[config.mk]
export PLATFORM = sky130hd
export DESIGN_NAME = spi_txn_arbiter_flat
export DESIGN_NICKNAME = d
export VERILOG_FILES = /design/src/rtl/spi_txn_arbiter_if.sv /design/src/rtl/spi_txn_arbiter.sv /design/src/flat_wrapper.sv
export SDC_FILE = /design/constraint.sdc
export NUM_CORES = 1
export LEC_CHECK = 0
export CAP_MARGIN = 20
export CORE_UTILIZATION = 50
export CTS_CLUSTER_DIAMETER = 100
export DETAILED_ROUTE_END_ITERATION = 6
export DONT_BUFFER_PORTS = 1
export PLACE_DENSITY_LB_ADDON = 0.05
export SLEW_MARGIN = 25
export SYNTH_ARGS = -nofsm -noshare
export SYNTH_HDL_FRONTEND = slang
export SYNTH_SLANG_ARGS = --single-unit
[constraint.sdc]
create_clock -name clk_cpu -period 6.2 [get_ports clk_cpu]
set_clock_uncertainty 0.05 [all_clocks]
set_input_delay 0.93 -clock clk_cpu [delete_from_list [all_inputs] [get_ports clk_cpu]]
set_output_delay 0.93 -clock clk_cpu [all_outputs]
set_load 0.05 [all_outputs]
[src/rtl/spi_txn_arbiter_if.sv]
// Requester-side bundle of the SPI transaction arbiter: level requests with their
// latched config/data on one side, completion pulse and status on the other.
interface spi_txn_arbiter_if #(
    parameter int NUM_REQ = 4
);
    logic [NUM_REQ-1:0]    req;
    logic [NUM_REQ*6-1:0]  req_cfg;
    logic [NUM_REQ*32-1:0] req_data;
    logic [NUM_REQ-1:0]    ack;
    logic                  err;
    logic [31:0]           rx_data;
    logic [2:0]            grant_id;
    logic                  busy;

    modport master (
        output req, req_cfg, req_data,
        input  ack, err, rx_data, grant_id, busy
    );

    modport slave (
        input  req, req_cfg, req_data,
        output ack, err, rx_data, grant_id, busy
    );
endinterface

[src/rtl/spi_txn_arbiter.sv]
// Round-robin scheduler sharing one SPI control/shift datapath among NUM_REQ requesters.
// Sequences FRAME_START -> START -> done for the winner and returns the RX word with an ack pulse.
module spi_txn_arbiter #(
    parameter int NUM_REQ     = 4,
    parameter int SETUP_CYC   = 2,
    parameter int TIMEOUT_CYC = 4096
) (
    input  logic               clk_cpu,
    input  logic               rst,
    spi_txn_arbiter_if.slave   bus,
    output logic [8:0]         spi_ctrl,
    output logic [31:0]        spi_data_out,
    input  logic               spi_done,
    input  logic [31:0]        spi_data_in
);

    if ((NUM_REQ < 2) || (NUM_REQ > 8) || (SETUP_CYC < 1)) begin : g_bad_params
        $error("spi_txn_arbiter: NUM_REQ must be 2..8 and SETUP_CYC >= 1");
    end

    localparam int CNT_MAX = (TIMEOUT_CYC > SETUP_CYC) ? TIMEOUT_CYC : SETUP_CYC;
    localparam int CNT_W   = $clog2(CNT_MAX + 1);
    localparam logic [CNT_W-1:0] SETUP_LAST   = CNT_W'(SETUP_CYC - 1);
    localparam logic [CNT_W-1:0] TIMEOUT_LAST = CNT_W'((TIMEOUT_CYC > 0) ? (TIMEOUT_CYC - 1) : 0);
    localparam logic [2:0]       LAST_ID      = 3'(NUM_REQ - 1);

    typedef enum logic [2:0] {
        ST_IDLE  = 3'd0,
        ST_SETUP = 3'd1,
        ST_START = 3'd2,
        ST_BUSY  = 3'd3,
        ST_DONE  = 3'd4
    } state_t;

    state_t             state_q, state_d;
    logic [2:0]         ptr_q, ptr_d;
    logic [CNT_W-1:0]   cnt_q, cnt_d;
    logic [5:0]         cfg_q, cfg_d;
    logic [31:0]        data_q, data_d;
    logic [2:0]         grant_q, grant_d;
    logic               busy_q, busy_d;
    logic [NUM_REQ-1:0] ack_q, ack_d;
    logic               err_q, err_d;
    logic [31:0]        rx_q, rx_d;
    logic [8:0]         spi_ctrl_q, spi_ctrl_d;
    logic               done_q, done_d;

    logic [7:0]         req_pad_s;
    logic [5:0]         cfg_arr_s [8];
    logic [31:0]        data_arr_s [8];
    logic               win_found_s;
    logic [2:0]         win_id_s;
    logic [3:0]         cand_s;
    logic [7:0]         ack_pad_s;
    logic               done_rise_s;

    // Control word layout {ON,MODE,BIT_ORDER,LEN,FRAME_START,START,I_MSK} from a requester cfg.
    function automatic logic [8:0] ctrl_word(input logic [5:0] cfg, input logic start);
        return {1'b1, cfg[5:1], 1'b1, start, cfg[0]};
    endfunction

    // Pad per-requester inputs to 8 slots so 3-bit ids index them without range checks.
    for (genvar g = 0; g < 8; g++) begin : g_pad
        if (g < NUM_REQ) begin : g_used
            assign req_pad_s[g]  = bus.req[g];
            assign cfg_arr_s[g]  = bus.req_cfg[6*g +: 6];
            assign data_arr_s[g] = bus.req_data[32*g +: 32];
        end else begin : g_unused
            assign req_pad_s[g]  = 1'b0;
            assign cfg_arr_s[g]  = 6'd0;
            assign data_arr_s[g] = 32'd0;
        end
    end

    // Round-robin pick: first asserted request scanning upward from ptr, wrapping mod NUM_REQ.
    always_comb begin
        win_found_s = 1'b0;
        win_id_s    = 3'd0;
        cand_s      = 4'd0;
        for (int k = 0; k < NUM_REQ; k++) begin
            cand_s = {1'b0, ptr_q} + 4'(k);
            if (cand_s >= 4'(NUM_REQ)) begin
                cand_s = cand_s - 4'(NUM_REQ);
            end else begin
                cand_s = cand_s;
            end
            if (!win_found_s && req_pad_s[cand_s[2:0]]) begin
                win_found_s = 1'b1;
                win_id_s    = cand_s[2:0];
            end else begin
                win_found_s = win_found_s;
            end
        end
    end

    assign ack_pad_s   = 8'd1 << grant_q;
    assign done_rise_s = spi_done & ~done_q;

    // Transaction sequencer: next-state and registered-output values.
    always_comb begin
        state_d    = state_q;
        ptr_d      = ptr_q;
        cnt_d      = cnt_q;
        cfg_d      = cfg_q;
        data_d     = data_q;
        grant_d    = grant_q;
        busy_d     = busy_q;
        ack_d      = '0;
        err_d      = 1'b0;
        rx_d       = rx_q;
        spi_ctrl_d = spi_ctrl_q;
        done_d     = spi_done;
        case (state_q)
            ST_IDLE: begin
                if (win_found_s) begin
                    state_d    = ST_SETUP;
                    cfg_d      = cfg_arr_s[win_id_s];
                    data_d     = data_arr_s[win_id_s];
                    grant_d    = win_id_s;
                    busy_d     = 1'b1;
                    cnt_d      = '0;
                    spi_ctrl_d = ctrl_word(cfg_arr_s[win_id_s], 1'b0);
                end else begin
                    state_d = ST_IDLE;
                end
            end
            ST_SETUP: begin
                if (cnt_q == SETUP_LAST) begin
                    state_d    = ST_START;
                    cnt_d      = '0;
                    spi_ctrl_d = ctrl_word(cfg_q, 1'b1);
                end else begin
                    cnt_d = cnt_q + CNT_W'(1);
                end
            end
            ST_START: begin
                state_d    = ST_BUSY;
                cnt_d      = '0;
                spi_ctrl_d = ctrl_word(cfg_q, 1'b0);
            end
            ST_BUSY: begin
                // A done edge beats a timeout expiring in the same cycle.
                if (done_rise_s) begin
                    state_d    = ST_DONE;
                    ack_d      = ack_pad_s[NUM_REQ-1:0];
                    rx_d       = spi_data_in;
                    spi_ctrl_d = 9'd0;
                end else if ((TIMEOUT_CYC != 0) && (cnt_q == TIMEOUT_LAST)) begin
                    state_d    = ST_DONE;
                    ack_d      = ack_pad_s[NUM_REQ-1:0];
                    err_d      = 1'b1;
                    spi_ctrl_d = 9'd0;
                end else begin
                    cnt_d = cnt_q + CNT_W'(1);
                end
            end
            ST_DONE: begin
                state_d = ST_IDLE;
                busy_d  = 1'b0;
                ptr_d   = (grant_q == LAST_ID) ? 3'd0 : (grant_q + 3'd1);
            end
            default: begin
                state_d    = ST_IDLE;
                busy_d     = 1'b0;
                spi_ctrl_d = 9'd0;
            end
        endcase
    end

    // State and output registers; reset aborts any transaction without an ack.
    always_ff @(posedge clk_cpu) begin
        if (rst) begin
            state_q    <= ST_IDLE;
            ptr_q      <= 3'd0;
            cnt_q      <= '0;
            cfg_q      <= 6'd0;
            data_q     <= 32'd0;
            grant_q    <= 3'd0;
            busy_q     <= 1'b0;
            ack_q      <= '0;
            err_q      <= 1'b0;
            rx_q       <= 32'd0;
            spi_ctrl_q <= 9'd0;
            done_q     <= 1'b0;
        end else begin
            state_q    <= state_d;
            ptr_q      <= ptr_d;
            cnt_q      <= cnt_d;
            cfg_q      <= cfg_d;
            data_q     <= data_d;
            grant_q    <= grant_d;
            busy_q     <= busy_d;
            ack_q      <= ack_d;
            err_q      <= err_d;
            rx_q       <= rx_d;
            spi_ctrl_q <= spi_ctrl_d;
            done_q     <= done_d;
        end
    end

    assign bus.ack      = ack_q;
    assign bus.err      = err_q;
    assign bus.rx_data  = rx_q;
    assign bus.grant_id = grant_q;
    assign bus.busy     = busy_q;
    assign spi_ctrl     = spi_ctrl_q;
    assign spi_data_out = data_q;

endmodule
[src/flat_wrapper.sv]
// flat-port wrapper written by rule: the top's interface ports become plain ports
module spi_txn_arbiter_flat 
#(
    parameter int NUM_REQ     = 4,
    parameter int SETUP_CYC   = 2,
    parameter int TIMEOUT_CYC = 4096
)
  (clk_cpu, rst, spi_ctrl, spi_data_out, spi_done, spi_data_in, bus_req, bus_req_cfg, bus_req_data, bus_ack, bus_err, bus_rx_data, bus_grant_id, bus_busy);
  spi_txn_arbiter_if #(.NUM_REQ(NUM_REQ)) bus_i ();
  input  logic clk_cpu;
  input  logic rst;
  output logic [8:0] spi_ctrl;
  output logic [31:0] spi_data_out;
  input  logic spi_done;
  input  logic [31:0] spi_data_in;
  input wire logic [$bits(bus_i.req)-1:0] bus_req;
  input wire logic [$bits(bus_i.req_cfg)-1:0] bus_req_cfg;
  input wire logic [$bits(bus_i.req_data)-1:0] bus_req_data;
  output wire logic [$bits(bus_i.ack)-1:0] bus_ack;
  output wire logic [$bits(bus_i.err)-1:0] bus_err;
  output wire logic [$bits(bus_i.rx_data)-1:0] bus_rx_data;
  output wire logic [$bits(bus_i.grant_id)-1:0] bus_grant_id;
  output wire logic [$bits(bus_i.busy)-1:0] bus_busy;
  assign bus_i.req = bus_req;
  assign bus_i.req_cfg = bus_req_cfg;
  assign bus_i.req_data = bus_req_data;
  assign bus_ack = bus_i.ack;
  assign bus_err = bus_i.err;
  assign bus_rx_data = bus_i.rx_data;
  assign bus_grant_id = bus_i.grant_id;
  assign bus_busy = bus_i.busy;
  spi_txn_arbiter #(.NUM_REQ(NUM_REQ), .SETUP_CYC(SETUP_CYC), .TIMEOUT_CYC(TIMEOUT_CYC)) u_core (.clk_cpu(clk_cpu), .rst(rst), .bus(bus_i), .spi_ctrl(spi_ctrl), .spi_data_out(spi_data_out), .spi_done(spi_done), .spi_data_in(spi_data_in));
endmodule
==> impl_results.md <==
- DRT iter0 DRCs: 418
- Synth Cell Area: 6250 sq um
- Vias per std cell: ~6.3
- Worst-margin pin slew: a little over 1 ns
- Netlist cell types: just under 60
- Critical path class: reg -> reg
- Die Y: 114 um
- Rows: 40
- Async S/R FF share, synth: 0%
- Top FF cell, synth: dfxtp_1
- # port buffers: 0
- IO Pins: 273
- Status: complete, no violations
- Starting density of the core: 51.6%
- Worst setup path start: u_core.ptr_q[0]
- Slowest cell on crit path: nand2_4
- Final slew viol count: 0
- Top cell family by delay on the critical path: simple AND/OR/NAND/NOR gates
- H-Tree Depth: 3
- Synth Net Count: around 950
- Drt pass-1 iters: 5
- # nets final: 890
- Finished Layout Cells: 863
- Post-synth EDFFs: 0
- Post-synthesis sequential area ratio: around a third
- Dpl cells: about 850
- Worst Path Arrival: 4.45 ns
- CP required: 6.41 ns
- Crit-path max cell delay: 0.65 ns
- Die X: 114 um
- Worst skew pair latency: 0.35 ns
- Crit path cell chain: inv_1, ha_1, mux2i_1, or4b_4, a21oi_1, or2_2, nand2_4, o311a_1, a211oi_1
- Max_slew headroom: between 30% and 40%
- Lkg Pwr: 0.00214 uW
- Worst Hold Class: reg -> reg
- FF-to-FF Start: u_core.ptr_q[0]
- Final HPWL DP: 12,100 um
- First-pass GRT wire length: 26,600 um
- DRT antenna net count: 0
- Vias in the first global route: roughly 5,000
- CP max FO: 86
- Global-route usage over all layers: 26.2%
- Root Driver: clkbuf_16
- Post-Syn Area per Cell: 8.35 sq um
- Startpoint Class: register
- VDD IR-drop max: 0.000130 V
- Congestion Overflow GR: 0
- CTS tree: built
- PnR worst setup slack: 1.96 ns
- Die area: 12,900 sq um
- Yosys warning count: 0
- Post-CTS sizing: 0
- Core Footprint: 12,100 sq um
- Layout cells sized above 1: 19.6%
- Hold wc startpoint: u_core.cfg_q[4]
- DRC: 0
- Critical path buffers and inverters: 1
- # diodes: 0
- Inserted Clock Buffers: 9
- Fmax: 236 MHz
- Largest net degree at the start of global routing: 96
- # setup viols final: 0
- Max cap viols: 0
- Setup TNS Final: 0 ns
- Synthesized flop and latch total: about 110
- Pre-CTS setup slack: 2.01 ns
- Clock sinks: approximately 110
- Final wirelength: ~18,000 um
- Initial antenna violation count: 0
- Pwr dens: 316 nW/um^2
- Hold_buf cts: 0
- Reg2Reg Setup Slack: roughly 2.0 ns
- DR vias: around 5,500
- Unrepaired setup endpoints after global routing: false
- Fin. Hold Viols: 0
- Area grow syn2layout: 2.80%
- CTS max path bufs: 2
- Gp weighted congestion: 0.917
- WL/cell: just over 20 um
- Cell count after synthesis: 748
- Crit end category: register
- Postcts setup bufs: 0
- Fin crit share: roughly two thirds
- Post-layout minimum cycle time: approximately 4.2 ns
- CTS clock-pin slew for the worst setup and hold paths: around 0.070 ns
## flip-flops by register name, summed over array words and instances, names as in the netlist
| register | cells |
|---|---|
| u_core.bus.grant_id | 3 |
| u_core.spi_ctrl | 8 |
| u_core.bus.busy | 1 |
| u_core.ptr_q | 3 |
| u_core.bus.ack | 4 |
| u_core.cfg_q | 6 |
| u_core.cnt_q | 13 |
| u_core.done_q | 1 |
| u_core.bus.err | 1 |
| u_core.spi_data_out | 32 |
| u_core.state_q | 3 |
| u_core.bus.rx_data | 32 |
## cell usage in the layout, fill, tap and decap left out, types with 2 or more instances in the layout
master      Yosys  routed
dfxtp_1       107     107
a21oi_1        98      98
nand2_1        98      97
a31o_2         56      56
nor2_1         41      41
nand3b_1       39      39
a21oi_2        20      20
o31ai_2        20      20
o31ai_1        19      19
a31o_1         19      19
xnor2_1        11      11
a211oi_1       11      11
inv_1          10      10
nor4_1          9       9
clkbuf_16       0       9
and2_1          9       8
and3_1          9       8
ha_1            8       8
nand3_1         7       6
o21ai_0         6       6
nand2b_1        6       5
nor2b_1         5       5
or3_1           5       5
nor3b_1         5       5
o2111ai_1       5       5
o311a_1         5       5
buf_4           3       5
nor3_1          4       4
mux2i_1         3       3
a211o_1         3       3
or2_2           3       3
a31oi_1         3       3
nand4_1         3       3
a22oi_1         2       2
and4_1          2       2
inv_6           0       2
clkinvlp_4      0       2
## stage by stage
stage	instance area (sq um)	hold slack [ns]	util (%)	total power, uW
global route	6420	0.460	53.0	2120
floorplan	6250	0.401	-	1410
finish	6420	0.441	53.0	2030
CTS	6420	0.439	53.0	2040
detailed placement	6140	0.424	50.7	1500
global placement	6120	0.421	50.5	1480
## cells in the mapped netlist, drive strengths merged (3+ instances only)
cell	n	share of area (%)
o311a	5	0.80
a21oi	118	11
a31oi	3	0.30
dfxtp	107	34
nand3b	39	4.7
ha	8	1.6
or3	5	0.50
nor3	4	0.32
buf	31	3.6
nor2b	5	0.50
nand2b	6	0.60
mux2i	3	0.48
clkbuf	43	2.6
or2	3	0.30
o2111ai	5	0.70
xnor2	11	1.5
a211oi	11	1.3
nor2	41	2.5
and2	9	0.90
nor3b	5	0.60
o31ai	39	6.3
and3	9	0.90
o21ai	7	0.56
nand3	7	0.56
a211o	3	0.42
nand4	3	0.30
nor4	9	0.90
a31o	75	11
inv	10	0.60
nand2	99	6.1
## worst paths after layout
| path | endpoint | depth (start not counted) |
|---|---|---|
| setup / recovery | u_core.spi_ctrl[0] | 9 |
| hold / removal | u_core.cfg_q[4] | 2 |
| setup reg to reg | u_core.spi_ctrl[0] | 9 |
| hold reg to reg | u_core.cfg_q[4] | 2 |
## cell families (layout without fill, tap and decap cells)
kind of cell,Yosys count,in the layout,share of synthesized area (%)
flip-flops,107,107,34.3
multiplexers,6,6,1.26
AO/OA/AOI/OAI,283,283,34.1
XOR/XNOR,11,11,1.54
buffers and inverters,84,31,6.79
adder cells (fa/ha/maj),8,8,1.60
AND/OR/NAND/NOR,249,249,20.4
## worst register-to-register path, stage by stage, from the launching register on
cell and delay [ns]:
dfxtp_1 0.62, inv_1 0.12, ha_1 0.43, mux2i_1 0.24
or4b_4 0.51, a21oi_1 0.17, or2_2 0.52, nand2_4 0.66
o311a_1 0.62, a211oi_1 0.21
## power breakdown
| part | leakage (uW) | switching (uW) | total, uW | internal (uW) |
|---|---|---|---|---|
| Combinational | 0.00114 | 256 | 430 | 174 |
| Clock | 0.000130 | 273 | 548 | 276 |
| Sequential | 0.000873 | 288 | 1050 | 762 |
## layer usage
layer	GRT usage, %	vias up	share of wire (%)
li1	-	2630	-
met2	46.7	220	51
met4	9.65	0	2.3
met3	6.59	28	7.6
met1	30.2	2595	39
met5	0	-	0
## layout make-up
cell class,instances,area [sq um]
timing repair buffer,6,57.6
clock buffer,9,225
multi-input combinational,557,3700
inverter,10,37.5
fill,1164,5690
clock inverter,6,48.8
tap,168,210
sequential,107,2140
Power figures use the tool's default switching activity.
